===== src/rtl/bp_meta_ftq.sv =====
// Purpose: fetch-target metadata queue; captures predictor gindex/lindex and per-slot gbp/lbp
//          predictions per fetch block, replays them in order to the predictor update ports.
// Latency: resolve -> update_* outputs exactly 1 cycle (registered); flush clears the queue next cycle.
// Backpressure: push_ready_o low while count==DEPTH; pushes while full are dropped, no pop->push bypass.
//
// Ports:
//   clk_i, rst_ni (synchronous, active low), flush_i
//   push_*     : fetch-block metadata capture (valid/ready)
//   resolve_*  : in-order branch resolution, retires the head entry
//   update_*   : registered head metadata for the predictor update, pulse-qualified by update_valid_o
//   resolve_miss_o : 1-cycle pulse when a resolve arrives with the queue empty
//   count_o    : occupancy
//   stat_full_cycles_o : cycles with push_valid_i while full (only when FTQ_STATS_EN is defined, else 0)
//
// Optional feature macro: FTQ_STATS_EN
module bp_meta_ftq #(
    parameter int unsigned VLEN  = 64,
    parameter int unsigned IPF   = 2,
    parameter int unsigned GW    = 10,
    parameter int unsigned LW    = 10,
    parameter int unsigned PW    = 2,
    parameter int unsigned DEPTH = 8,
    localparam int unsigned AW   = $clog2(DEPTH),
    localparam int unsigned CW   = AW + 1,
    localparam int unsigned SW   = IPF * PW
) (
    input  logic            clk_i,
    input  logic            rst_ni,
    input  logic            flush_i,
    input  logic            push_valid_i,
    output logic            push_ready_o,
    input  logic [VLEN-1:0] push_vpc_i,
    input  logic [GW-1:0]   push_gindex_i,
    input  logic [LW-1:0]   push_lindex_i,
    input  logic [SW-1:0]   push_gbp_pred_i,
    input  logic [SW-1:0]   push_lbp_pred_i,
    input  logic            resolve_valid_i,
    input  logic [VLEN-1:0] resolve_pc_i,
    output logic            update_valid_o,
    output logic [GW-1:0]   update_gindex_o,
    output logic [LW-1:0]   update_lindex_o,
    output logic [SW-1:0]   update_gbp_pred_o,
    output logic [SW-1:0]   update_lbp_pred_o,
    output logic            update_is_unaligned_o,
    output logic            resolve_miss_o,
    output logic [CW-1:0]   count_o,
    output logic [31:0]     stat_full_cycles_o
);

    // Byte offset bits inside one fetch block (compressed instructions are 2 bytes).
    localparam int unsigned OFF = $clog2(IPF * 2);

    logic [VLEN-1:0] vpc_q    [DEPTH];
    logic [GW-1:0]   gindex_q [DEPTH];
    logic [LW-1:0]   lindex_q [DEPTH];
    logic [SW-1:0]   gbp_q    [DEPTH];
    logic [SW-1:0]   lbp_q    [DEPTH];

    logic [AW-1:0]   head_q;
    logic [AW-1:0]   tail_q;
    logic [CW-1:0]   count_q;

    logic            full;
    logic            empty;
    logic            do_push;
    logic            do_pop;
    logic            do_miss;
    logic [VLEN-1:0] pc_diff;
    logic            unaligned;

    assign full         = (count_q == CW'(DEPTH));
    assign empty        = (count_q == '0);
    assign push_ready_o = ~full;
    assign count_o      = count_q;

    // Flush outranks everything; a resolve on an empty queue never sees a same-cycle push.
    assign do_push = push_valid_i & ~full & ~flush_i;
    assign do_pop  = resolve_valid_i & ~empty & ~flush_i;
    assign do_miss = resolve_valid_i & empty & ~flush_i;

    // Resolved pc falls outside the head's fetch block when any bit above the block offset differs.
    assign pc_diff   = resolve_pc_i ^ vpc_q[head_q];
    assign unaligned = |(pc_diff >> OFF);

    // Payload storage needs no reset: occupancy alone decides which entries are live.
    always_ff @(posedge clk_i) begin
        if (rst_ni && do_push) begin
            vpc_q[tail_q]    <= push_vpc_i;
            gindex_q[tail_q] <= push_gindex_i;
            lindex_q[tail_q] <= push_lindex_i;
            gbp_q[tail_q]    <= push_gbp_pred_i;
            lbp_q[tail_q]    <= push_lbp_pred_i;
        end
    end

    always_ff @(posedge clk_i) begin
        if (!rst_ni) begin
            head_q                <= '0;
            tail_q                <= '0;
            count_q               <= '0;
            update_valid_o        <= 1'b0;
            update_gindex_o       <= '0;
            update_lindex_o       <= '0;
            update_gbp_pred_o     <= '0;
            update_lbp_pred_o     <= '0;
            update_is_unaligned_o <= 1'b0;
            resolve_miss_o        <= 1'b0;
        end else if (flush_i) begin
            // Data outputs deliberately hold their last value across a flush.
            head_q         <= '0;
            tail_q         <= '0;
            count_q        <= '0;
            update_valid_o <= 1'b0;
            resolve_miss_o <= 1'b0;
        end else begin
            update_valid_o <= do_pop;
            resolve_miss_o <= do_miss;
            if (do_push) begin
                tail_q <= tail_q + AW'(1);
            end
            if (do_pop) begin
                head_q                <= head_q + AW'(1);
                update_gindex_o       <= gindex_q[head_q];
                update_lindex_o       <= lindex_q[head_q];
                update_gbp_pred_o     <= gbp_q[head_q];
                update_lbp_pred_o     <= lbp_q[head_q];
                update_is_unaligned_o <= unaligned;
            end
            if (do_push && !do_pop) begin
                count_q <= count_q + CW'(1);
            end else if (do_pop && !do_push) begin
                count_q <= count_q - CW'(1);
            end
        end
    end

`ifdef FTQ_STATS_EN
    // Counts push attempts turned away by a full queue; survives flush, cleared only by reset.
    logic [31:0] stat_q;

    always_ff @(posedge clk_i) begin
        if (!rst_ni) begin
            stat_q <= '0;
        end else if (push_valid_i && full && (stat_q != 32'hFFFF_FFFF)) begin
            stat_q <= stat_q + 32'd1;
        end
    end

    assign stat_full_cycles_o = stat_q;
`else
    assign stat_full_cycles_o = 32'd0;
`endif

endmodule


===== config.mk =====
export PLATFORM = sky130hd
export DESIGN_NAME = bp_meta_ftq
export DESIGN_NICKNAME = d
export VERILOG_FILES = /design/src/rtl/bp_meta_ftq.sv
export SDC_FILE = /design/constraint.sdc
export NUM_CORES = 1
export LEC_CHECK = 0
export BUFFER_PORTS_ARGS = -buffer_cell sky130_fd_sc_hd__buf_2
export CAP_MARGIN = 20
export CORE_MARGIN = 5
export CORE_UTILIZATION = 40
export DETAILED_ROUTE_END_ITERATION = 7
export MAX_ROUTING_LAYER = met4
export PLACE_DENSITY = 0.61
export SYNTH_ARGS = -nofsm -noshare
export SYNTH_HDL_FRONTEND = slang
export SYNTH_SLANG_ARGS = --single-unit

===== constraint.sdc =====
create_clock -name clk_i -period 12.8 [get_ports clk_i]
set_input_delay 2.56 -clock clk_i [delete_from_list [all_inputs] [get_ports clk_i]]
set_output_delay 2.56 -clock clk_i [all_outputs]
set_load 0.01 [all_outputs]

Word level (Yosys, flattened, before mapping). Memory sizes are Yosys's and may differ from the RTL's. A register that Yosys moved wholly into a read port is not among the register bits. Index checks and enable logic that the tools add are counted.

Add/sub/neg operators: 4. Equal/unequal tests: 1. Multiplexer cells: 6. Bitwise logic cells: 11. Reduce and logical (&&, ||, !) cells: 14.

Operators by type and width (count): $xor 64x64->64 (1); $reduce_or 62->1 (1); $mux 4 (2); $add 3x1->3 const B (2); $and 1x1->1 (6); $logic_not 1->1 (6); $mux 3 (2); $add 4x1->4 const B (1); $eq 4x4->1 const B (1); $logic_not 4->1 (1); $not 1->1 (4); $sub 4x1->4 const B (1); $logic_and 1x1->1 (3); $mux 1 (2); $reduce_and 2->1 (1); $reduce_bool 2->1 (1); $reduce_or 2->1 (1).

Register bits after elaboration: 13. Bits in writable memories: 736. Memories: 5.

Memories: vpc_q (depth 8, bits a word 64, rd ports 1, clocked after memory_dff 1, wr ports 1, line 53) `logic [VLEN-1:0] vpc_q [DEPTH];`; gindex_q (depth 8, bits a word 10, rd ports 1, clocked after memory_dff 1, wr ports 1, line 54) `logic [GW-1:0] gindex_q [DEPTH];`; lindex_q (depth 8, bits a word 10, rd ports 1, clocked after memory_dff 1, wr ports 1, line 55) `logic [LW-1:0] lindex_q [DEPTH];`; gbp_q (depth 8, bits a word 4, rd ports 1, clocked after memory_dff 1, wr ports 1, line 56) `logic [SW-1:0] gbp_q [DEPTH];`; lbp_q (depth 8, bits a word 4, rd ports 1, clocked after memory_dff 1, wr ports 1, line 57) `logic [SW-1:0] lbp_q [DEPTH];`.

Logic depth before layout (Yosys ltp). Gate-level depths: netlist (run 1).

Word-level depth: 8. Mapped depth: 12. Gate-level depth less buffers: 12.

Worst setup path before layout (run 1). Ideal clock, no wire load.

Path kind: input-to-reg. From: in flush_i. To: mem gbp_q[0][0] in the netlist's numbering, enable pin. Setup time: 0.649 ns. Arrival: 9.192 ns. Path slack: 2.958 ns. Cell stages on the path: 3. Buffers on the path: 0. Cell sequence: nand2b_1 or3_1 nor3_1.

Word-level cells in the longest chain between the ends: 5.

Ends and longest elaborated chain: start, declared (line 29) `input logic flush_i,`; $not 1->1 (no line); $and 1x1->1 (line 77) `assign do_push = push_valid_i & ~full & ~flush_i;`; $logic_and 1x1->1 (line 87) `if (rst_ni && do_push) begin`; $mux 1 (line 87); $mux 1 (not written as such) (line 91) `gbp_q[tail_q] <= push_gbp_pred_i;`; end, declared (line 56).

No other way between the ends.

Final worst setup path (run 1).
From: in rst_ni. To: mem vpc_q[4][53], enable pin.

Word-level cells in the longest chain between the ends: 3.

Ends and longest elaborated chain: start, declared (line 28) `input logic rst_ni,`; $logic_and 1x1->1 (line 87); $mux 1 (line 87); $mux 1 (not written as such) (line 88) `vpc_q[tail_q] <= push_vpc_i;`; end, declared (line 53).

No other way between the ends.

==> out/qor.csv, run 1 <==
stage,metric,value,unit
synth,Seq cells post-synth,764,
grt,largest net degree at the start of global routing,68,
power_and_ir_drop,peak supply drop,0.000113,V
die,Die ar.,79700,um^2
finish,synth-to-layout area growth,15.5,%
sta,post-route setup slack,7.04,ns
run,Max-Cap Viols,0,
synth,count of unique library cells instantiated by Yosys,41,
worst_setup_path,required time of the critical path,13.03,ns
sta,final worst-path cycle share,45.0,%
grt,first-pass GRT wire length,95500,um
sta,Final Setup Violations,0,
synth,Async SR Flop Fraction,0,%
sta,clock skew,0.0181,ns
clock_tree,root buffer cell,clkbuf_16,
worst_setup_path,CP max stage delay,0.80,ns
place,Routability Congestion,0.708,
worst_setup_path,Setup crit start kind,input pin,
die,chip width,282,um
routing,via/cell ratio,5.24,
place,Setup WS pre-CTS,6.32,ns
worst_setup_path,Crit-path slowest cell,buf_4,
routing,First DRT Iteration DRCs,863,
grt,gr usage total,16.6,%
synth,register area share after synthesis,75.8,%
clock_tree,Post-CTS Setup Inserts,0,
synth,Mapped Cells,1430,
place,DPL Wire Length,36300,um
place,Port Buffer Count,192,
worst_setup_path,CP Class,in -> reg,
worst_setup_path,Worst Setup End Kind,flop,
routing,drt drc,0,
grt,number of global-route vias before repair,15100,
clock_tree,hold_buf cts,0,
routing,post-route ant nets,0,
sta,worst rel slew slack,29.3,%
finish,nets,1832,
routing,total wire length,64600,um
status,outcome,"finished, final reports clean",
sta,Fin Hold WS,0.491,ns
power_and_ir_drop,Leak Pwr,11.2,nW
die,Initial Util,40.5,%
worst_setup_path,worst-path fanout max,48,
routing,wire per inst,23.9,um
die,IO Pins,229,
clock_tree,Clock Sinks,764,
sta,worst-margin pin slew,1.06,ns
synth,Mapped Avg Cell Area,20.7,um^2
clock_tree,"Clk pin slew, worst setup/hold paths",0.06,ns
sta,FMAX,174,MHz
sta,Slew Limit Fails,0,
synth,Main synth FF type,edfxtp_1,
sta,RSZ-0062 raised after global routing,false,
die,core area,73200,um^2
finish,"non-filler cells, final",2699,
routing,drt pass-1 iters,5,
worst_setup_path,Most common cell on crit path,buf_4,
finish,post-layout util,46.8,%
die,FP Rows,99,
finish,fraction of layout cells with a size suffix above 1,28.2,%
clock_tree,clock latency on the worst-skew pair,0.62,ns
sta,"Hold Violations, Final",0,
grt,total grt overflow,0,
clock_tree,CTS tree,done,
clock_tree,Post-CTS Resized,0,
place,placed insts,2541,
routing,vias,14100,
synth,Synth Cell Area,29700,um^2
grt,initial antenna violation count,11,
clock_tree,Clock Tree Buf Depth,3,
worst_setup_path,Crit. Startpoint,rst_ni,
power_and_ir_drop,PD cells,152,nW/um^2
sta,Total Negative Setup Slacks,0,ns
hold_path,hold_sp,update_lindex_o[0],
synth,"EDFF count, synth",720,
sta,fin crit period,5.76,ns
worst_setup_path,CP arrival,5.99,ns
synth,YS warnings,0,
worst_setup_path,cells along the critical path,"buf_2, buf_4, nand2b_1, or3_1, nor2_4, buf_4, buf_4",
clock_tree,H-tree depth,3,
die,die height,282,um
clock_tree,TritonCTS Buffers,81,
hold_path,worst hold path class,reg -> reg,
## flip-flops by register name, indices dropped and copies added, names as in the netlist, named ones only
register and cells:
lindex_q 80, update_gbp_pred_o 4, update_lbp_pred_o 4, count_o 4, tail_q 3, resolve_miss_o 1
vpc_q 496, update_is_unaligned_o 1, update_gindex_o 10, lbp_q 32, head_q 3, update_lindex_o 10
gbp_q 32, update_valid_o 1, gindex_q 80
## critical path: cells and delay by family
kind	cells	cell delay, ns
simple gates	3	1.57
buf+inv	4	1.78
## per-layer routing
| layer | vias to the layer above | routed length [um] | GRT usage, % | share of wire [%] |
|---|---|---|---|---|
| li1 | 6303 | - | - | - |
| met1 | 7400 | 26700 | 20.9 | 41 |
| met2 | 348 | 33700 | 28.5 | 52 |
| met3 | 84 | 3340 | 3.24 | 5.2 |
| met4 | 0 | 928 | 3.47 | 1.4 |
| met5 | - | 0 | - | 0 |
## Yosys cell counts (5+ instances only)
master / count / area share (%)
edfxtp_1: 720 / 73
mux4_2: 137 / 10
mux2i_1: 125 / 4.2
nor2_1: 50 / 0.63
dfxtp_1: 44 / 3.0
buf_4: 43 / 1.1
nand2_1: 36 / 0.46
xor2_1: 34 / 1.0
o211a_1: 28 / 0.94
clkbuf_1: 24 / 0.30
xnor2_1: 19 / 0.56
o21ai_0: 18 / 0.30
or3_1: 18 / 0.38
a22o_1: 16 / 0.47
buf_2: 16 / 0.27
a221oi_1: 15 / 0.44
nand4_1: 12 / 0.25
buf_1: 10 / 0.13
mux4_1: 10 / 0.89
nand3_1: 10 / 0.17
ha_1: 5 / 0.21
## final cells by class
| cell class | count | area (um^2) |
|---|---|---|
| multi-input combinational | 595 | 6720 |
| tap | 959 | 1200 |
| antenna | 9 | 22.5 |
| clock inverter | 44 | 410 |
| sequential | 764 | 22500 |
| fill | 6082 | 38900 |
| timing repair buffer | 221 | 1180 |
| inverter | 2 | 7.51 |
| clock buffer | 105 | 2200 |
## layout by cell type, fill, tap and decap left out, drive strengths merged, types with 3 or more instances in the layout
cell and n:
xor2 34, nor2 50, a21oi 4, a221oi 15
diode 9, conb 32, edfxtp 720, or4 4
nor4 3, nor3 3, a22o 16, or3 18
nand3 10, nand4 12, dfxtp 44, o211a 28
xnor2 19, nand2b 3, nand2 36, buf 221
o21ai 20, clkbuf 105, clkinv 33, inv 6
bufinv 5, mux4 147, mux2i 125, ha 5
## kinds of logic (layout without fill, tap and decap cells)
kind of cell / count (synthesis) / in the layout / share of synthesized area (%)
AO/OA/AOI/OAI: 88 / 88 / 2.39
AND/OR/NAND/NOR: 144 / 144 / 2.28
XOR/XNOR: 53 / 53 / 1.56
buffers and inverters: 102 / 372 / 2.13
multiplexers: 272 / 272 / 15.5
other: 1 / 41 / 0.0126
flip-flops: 764 / 764 / 75.8
adder cells (fa/ha/maj): 6 / 6 / 0.278
## stage by stage
stage	cell area, um^2	total power [mW]
after global routing	34200	5.40
after floorplan	29800	2.92
final	34300	5.21
after detailed placement	31600	3.00
after CTS	34200	5.27
after global placement	31600	2.99
## worst paths after layout
check,slack (ns),to,cells after the start
setup / recovery,7.04,vpc_q[4][53],7
hold reg to reg,0.49,update_lindex_o[0],1
setup reg to reg,7.72,update_is_unaligned_o,10
hold / removal,0.49,update_lindex_o[0],1
## where the power goes
part	internal (mW)	switching, mW	total (mW)
registers	2.75	0.0121	2.76
logic	0.0730	0.103	0.176
clock network	1.32	0.945	2.27
total	4.15	1.06	5.21
Power figures use the tool's default switching activity.
==> run 2: changes to the inputs <==
clock period = 5.38 ns   (was 12.8 ns; I/O delays follow)
==> run 2 against run 1 <==
Core utilization is 0.13 points higher. Sequential share of layout area fell by 0.19 points. Combinational power rose by 140%. Via count shrank 0.37%. Worst setup slack lost 5.4 ns. Global-route usage down 0.15 points. Non-clock buffer count up 5. Count of clock-buffer cells in the layout is 4 higher. Worst hold slack worse by 0.0019 ns. Flip-flop and latch count did not move. Critical endpoint is now update_is_unaligned_o. Largest power group unchanged.
==> out/qor.csv, run 2 (synthesized netlist as in run 1, its figures left out) <==
stage,metric,value,unit,change
status,outcome,"finished, final reports clean",,unchanged
place,placed insts,2546,,was 2541
clock_tree,Post-CTS Setup Inserts,0,,unchanged
sta,fin crit period,3.72,ns,
power_and_ir_drop,Leak Pwr,11.2,nW,about the same
clock_tree,hold_buf cts,0,,unchanged
worst_setup_path,Worst Setup End Kind,flop,,unchanged
routing,via/cell ratio,5.22,,was 5.24
clock_tree,root buffer cell,clkbuf_16,,unchanged
clock_tree,CTS tree,done,,unchanged
clock_tree,Post-CTS Resized,0,,unchanged
worst_setup_path,R2R depth,8,,was 10
hold_path,worst hold path class,reg -> reg,,unchanged
finish,number of fill cells,6084,,was 6082
finish,largest registers,"vpc_q (496), gindex_q (80), lindex_q (80)",,unchanged
grt,first-pass GRT wire length,94600,um,was 95500 um
routing,wire per inst,23.9,um,about the same
grt,gr usage total,16.5,%,was 16.6%
worst_setup_path,Setup crit start kind,flop,,was input pin
worst_setup_path,required time of the critical path,5.86,ns,was 13.03 ns
finish,"commonest cells after routing, fill and taps aside","720 x edfxtp_1, 192 x buf_2, 137 x mux4_2, 125 x mux2i_1, 82 x clkbuf_16",,"was 720 x edfxtp_1, 193 x buf_2, 137 x mux4_2, 125 x mux2i_1, 83 x clkbuf_16"
clock_tree,TritonCTS Buffers,80,,was 81
sta,Slew Limit Fails,0,,unchanged
routing,post-route ant nets,0,,unchanged
routing,First DRT Iteration DRCs,799,,was 863
die,core area,73200,um^2,unchanged
power_and_ir_drop,peak supply drop,0.000269,V,was 0.000113 V
power_and_ir_drop,total power,12.4,mW,was 5.21 mW
finish,max FFs per register,496,,unchanged
routing,drt drc,0,,unchanged
sta,RSZ-0062 raised after global routing,false,,unchanged
routing,drt pass-1 iters,5,,unchanged
die,FP Rows,99,,unchanged
hold_path,hold_sp,update_gindex_o[3],,was update_lindex_o[0]
sta,worst rel slew slack,28.7,%,was 29.3%
die,Die ar.,79700,um^2,unchanged
worst_setup_path,CP Class,reg -> reg,,was in -> reg
grt,total grt overflow,0,,unchanged
clock_tree,H-tree depth,3,,unchanged
clock_tree,Clock Sinks,764,,unchanged
run,Max-Cap Viols,0,,unchanged
place,Port Buffer Count,192,,unchanged
sta,Final Setup Violations,0,,unchanged
clock_tree,"Clk pin slew, worst setup/hold paths",0.06,ns,about the same
die,IO Pins,229,,unchanged
sta,worst-margin pin slew,1.07,ns,was 1.06 ns
clock_tree,clock latency on the worst-skew pair,0.62,ns,about the same
finish,"most common cell after layout, fill and taps aside",edfxtp_1,,unchanged
grt,number of global-route vias before repair,14900,,was 15100
routing,total wire length,64500,um,was 64600 um
die,die height,282,um,unchanged
place,DPL Wire Length,35800,um,was 36300 um
hold_path,Hold Path End,update_gindex_o[3],,was update_lindex_o[0]
sta,clock skew,0.0199,ns,was 0.0181 ns
die,Initial Util,40.5,%,unchanged
power_and_ir_drop,PD cells,360,nW/um^2,was 152 nW/um^2
worst_setup_path,CP arrival,4.21,ns,was 5.99 ns
finish,nets,1836,,was 1832
sta,FMAX,269,MHz,
sta,final worst-path cycle share,69.2,%,
worst_setup_path,reg2reg end,update_is_unaligned_o,,unchanged
grt,initial antenna violation count,8,,was 11
finish,FF/Latch Area,22500,um^2,unchanged
finish,footprint of the multi-input gates,6740,um^2,was 6720 um^2
die,chip width,282,um,unchanged
clock_tree,Clock Tree Buf Depth,3,,unchanged
sta,"Hold Violations, Final",0,,unchanged
worst_setup_path,worst-path fanout max,35,,was 48
hold_path,worst hold path depth,1,,unchanged
finish,synth-to-layout area growth,15.8,%,was 15.5%
routing,vias,14100,,about the same
worst_setup_path,FF-to-FF setup slack,1.66,ns,was 7.72 ns
place,Routability Congestion,0.725,,was 0.708
finish,Top reg by flops,vpc_q,,unchanged
finish,"non-filler cells, final",2698,,was 2699
finish,fraction of layout cells with a size suffix above 1,28.2,%,about the same
grt,largest net degree at the start of global routing,70,,was 68
-- run 2: cell types whose count changed in the layout (fill, tap and decap cells not counted), sizes merged --
cell and delta:
bufinv +1, buf +5, clkinvlp -1, clkbuf +4, diode -2, clkinv -8
-- run 2: cell type report --
cell class                 instances  share of cell area, %
sequential                       764                   65.5
timing repair buffer             226                   3.83
clock buffer                     109                   6.38
multi-input combinational        595                   19.6
clock inverter                    36                   1.07
inverter                           2                 0.0218
tap                              959                   3.49
antenna                            7                 0.0510
-- run 2: where the power goes --
part           switching, mW  internal [mW]
logic                  0.247          0.177
clock network           2.21           3.16
registers             0.0310           6.55
-- run 2: stage by stage --
stage | hold WS, ns | instance area [um^2] | setup TNS, ns | util [%] | worst slack, ns
2_1_floorplan | 0.519 | 29800 | -271.05 | - | -0.560
3_3_place_gp | 0.476 | 31800 | 0 | 43.4 | 1.70
3_5_place_dp | 0.481 | 31800 | 0 | 43.4 | 1.64
4_1_cts | 0.495 | 34300 | 0 | 46.9 | 1.62
5_1_grt | 0.509 | 34400 | 0 | 46.9 | 1.42
6_report | 0.489 | 34400 | 0 | 46.9 | 1.66
-- run 2: metal layers --
layer  share of wire [%]  vias up  GRT usage, %
li1                    -     6293             -
met1                  42     7395          20.8
met2                  52      297          27.8
met3                 4.6       98          2.95
met4                 1.9        0          4.38
met5                   0        -             -
-- run 2: worst max path at each step --
stage | end | cells past startpoint
after floorplan | gbp_q[6][0] | 3
after global placement | update_is_unaligned_o | 8
after detailed placement | update_is_unaligned_o | 8
after CTS | update_is_unaligned_o | 8
after global routing | update_is_unaligned_o | 8
final | update_is_unaligned_o | 8
-- run 2: worst max-delay path, stage by stage (launching register included) --
cell     delay [ns]
dfxtp_4        0.84
and2_1         0.95
a22o_1         0.27
or3_1          0.12
nand4_1        0.10
or4_1          0.59
nor4_1         0.40
buf_4          0.21
a31oi_1        0.08
==> run 3: changes to the inputs <==
PLACE_DENSITY = 0.63   (was 0.61)
clock period = 3.3 ns   (was 5.38 ns; I/O delays follow)
==> run 3 against run 2 <==
Routed wire length decreased by 0.28%. Non-clock buffer count increased by 16. Largest power group unchanged. Die area unchanged. Sequential power is 63% higher.
==> out/qor.csv, run 3 (synthesized netlist as in run 1, its figures left out) <==
stage,metric,value,unit,change
finish,"most common cell after layout, fill and taps aside",edfxtp_1,,unchanged
grt,number of global-route vias before repair,15300,,was 14900
hold_path,worst hold path depth,1,,unchanged
power_and_ir_drop,peak supply drop,0.000457,V,was 0.000269 V
worst_setup_path,R2R depth,10,,was 8
routing,post-route ant nets,0,,unchanged
worst_setup_path,Most common cell on crit path,buf_12,,
worst_setup_path,required time of the critical path,3.79,ns,was 5.86 ns
clock_tree,TritonCTS Buffers,81,,was 80
place,DPL Wire Length,36400,um,was 35800 um
hold_path,hold_sp,push_vpc_i[3],,was update_gindex_o[3]
place,Setup WS pre-CTS,-0.0745,ns,was 1.64 ns
status,outcome,"finished, final reports clean",,unchanged
finish,synth-to-layout area growth,17.1,%,was 15.8%
clock_tree,Clock Sinks,764,,unchanged
clock_tree,H-tree depth,3,,unchanged
grt,first-pass GRT wire length,95100,um,was 94600 um
finish,nets,1853,,was 1836
routing,wire per inst,23.7,um,was 23.9 um
grt,largest net degree at the start of global routing,62,,was 70
sta,Final Setup Violations,0,,unchanged
die,FP Rows,99,,unchanged
run,Max-Cap Viols,0,,unchanged
clock_tree,"Clk pin slew, worst setup/hold paths",0.06,ns,about the same
sta,worst-margin pin slew,0.764,ns,was 1.07 ns
power_and_ir_drop,PD cells,579,nW/um^2,was 360 nW/um^2
sta,"Hold Violations, Final",0,,unchanged
worst_setup_path,Worst Setup End Kind,flop,,unchanged
worst_setup_path,CP max stage delay,0.57,ns,was 0.95 ns
worst_setup_path,worst-path fanout max,56,,was 35
routing,First DRT Iteration DRCs,999,,was 799
worst_setup_path,cells along the critical path,"buf_12, buf_12, mux4_2, nor2_1, a221oi_1, xnor2_1, nand4_1, nor4_2, buf_4, a31oi_1",,"was and2_1, a22o_1, or3_1, nand4_1, or4_1, nor4_1, buf_4, a31oi_1"
die,chip width,282,um,unchanged
routing,via/cell ratio,5.24,,was 5.22
finish,largest registers,"vpc_q (496), gindex_q (80), lindex_q (80)",,unchanged
routing,vias,14200,,was 14100
die,die height,282,um,unchanged
place,placed insts,2562,,was 2546
clock_tree,clock latency on the worst-skew pair,0.61,ns,was 0.62 ns
grt,gr usage total,16.5,%,about the same
worst_setup_path,FF-to-FF setup slack,0.23,ns,was 1.66 ns
sta,RSZ-0062 raised after global routing,false,,unchanged
die,core area,73200,um^2,unchanged
die,IO Pins,229,,unchanged
worst_setup_path,Setup crit start kind,flop,,unchanged
worst_setup_path,CP Class,reg -> reg,,unchanged
sta,fin crit period,3.07,ns,was 3.72 ns
worst_setup_path,Crit-path slowest cell,dfxtp_4,,was and2_1
sta,clock skew,0.0183,ns,was 0.0199 ns
sta,final worst-path cycle share,92.9,%,was 69.2%
finish,max FFs per register,496,,unchanged
clock_tree,Clock Tree Buf Depth,3,,unchanged
die,Initial Util,40.5,%,unchanged
sta,FMAX,326,MHz,was 269 MHz
finish,fraction of layout cells with a size suffix above 1,29.6,%,was 28.2%
routing,drt drc,0,,unchanged
worst_setup_path,reg2reg end,update_is_unaligned_o,,unchanged
power_and_ir_drop,Leak Pwr,11.3,nW,was 11.2 nW
grt,total grt overflow,0,,unchanged
place,Routability Congestion,0.706,,was 0.725
hold_path,Hold Path End,vpc_q[4][3],,was update_gindex_o[3]
place,Port Buffer Count,192,,unchanged
worst_setup_path,CP arrival,3.55,ns,was 4.21 ns
routing,drt pass-1 iters,4,,was 5
hold_path,worst hold path class,in -> reg,,was reg -> reg
grt,initial antenna violation count,8,,unchanged
sta,worst rel slew slack,49.1,%,was 28.7%
finish,Top reg by flops,vpc_q,,unchanged
clock_tree,CTS tree,done,,unchanged
sta,post-route setup slack,0.235,ns,was 1.66 ns
die,Die ar.,79700,um^2,unchanged
finish,"commonest cells after routing, fill and taps aside","720 x edfxtp_1, 192 x buf_2, 137 x mux4_2, 125 x mux2i_1, 84 x clkbuf_16",,"was 720 x edfxtp_1, 192 x buf_2, 137 x mux4_2, 125 x mux2i_1, 82 x clkbuf_16"
sta,Slew Limit Fails,0,,unchanged
routing,total wire length,64300,um,was 64500 um
clock_tree,root buffer cell,clkbuf_16,,unchanged
finish,"non-filler cells, final",2713,,was 2698
-- run 3: layer usage --
layer | vias to the layer above | global-route usage (%) | wire [um]
li1 | 6337 | - | -
met1 | 7446 | 20.7 | 26400
met2 | 360 | 28.3 | 33600
met3 | 84 | 2.79 | 3150
met4 | 0 | 4.22 | 1260
met5 | - | - | 0
-- run 3: stage by stage --
stage | total power [mW] | TNS, ns | hold WS, ns | util (%) | instance area, um^2
2_1_floorplan | 11.3 | -353.76 | 0.525 | - | 29800
6_report | 20.1 | 0 | 0.303 | 47.4 | 34700
3_5_place_dp | 11.6 | -0.0745 | 0.481 | 43.9 | 32100
3_3_place_gp | 11.6 | -0.109 | 0.477 | 43.9 | 32100
5_1_grt | 20.8 | 0 | 0.282 | 47.4 | 34700
4_1_cts | 20.3 | 0 | 0.262 | 47.4 | 34700
-- run 3: where the power goes --
part / switching, mW / internal (mW) / total, mW
sequential: 0.0402 / 10.7 / 10.7
combinational: 0.411 / 0.300 / 0.710
clock: 3.58 / 5.09 / 8.68
-- run 3: what timing repair did --
| action | CTS | global route |
|---|---|---|
| setup buffers | 0 | 0 |
| hold buffers | 0 | 0 |
| resized for setup | 1 | 0 |
| hold endpoints to repair | 0 | 0 |
| endpoints found under the setup margin | 1 | 0 |
-- run 3: worst max path at each step --
stage,startpoint,to,slack [ns],cells after the start
after floorplan,flush_i,gbp_q[2][0],-0.67,3
after global placement,flop,update_is_unaligned_o,-0.11,10
after detailed placement,flop,update_is_unaligned_o,-0.07,10
after CTS,flop,update_is_unaligned_o,0.10,10
after global routing,flop,update_is_unaligned_o,0.06,10
final,flop,update_is_unaligned_o,0.23,10
-- run 3: layout make-up --
cell class | instances | area [um^2]
Antenna cell | 7 | 17.5
Clock inverter | 40 | 349
Timing Repair Buffer | 242 | 1650
Inverter | 2 | 7.51
Tap cell | 959 | 1200
Multi-Input combinational cell | 595 | 6760
Sequential cell | 764 | 22500
Clock buffer | 104 | 2230
Fill cell | 5999 | 38500
-- run 3: worst max-delay path: cells and delay by family, from the launching register on --
kind / cells / cell delay (ns)
buffers and inverters: 3 / 0.72
multiplexers: 1 / 0.27
XOR/XNOR: 1 / 0.19
flip-flops: 1 / 0.57
AND/OR/NAND/NOR: 3 / 0.61
AO/OA/AOI/OAI: 2 / 0.52
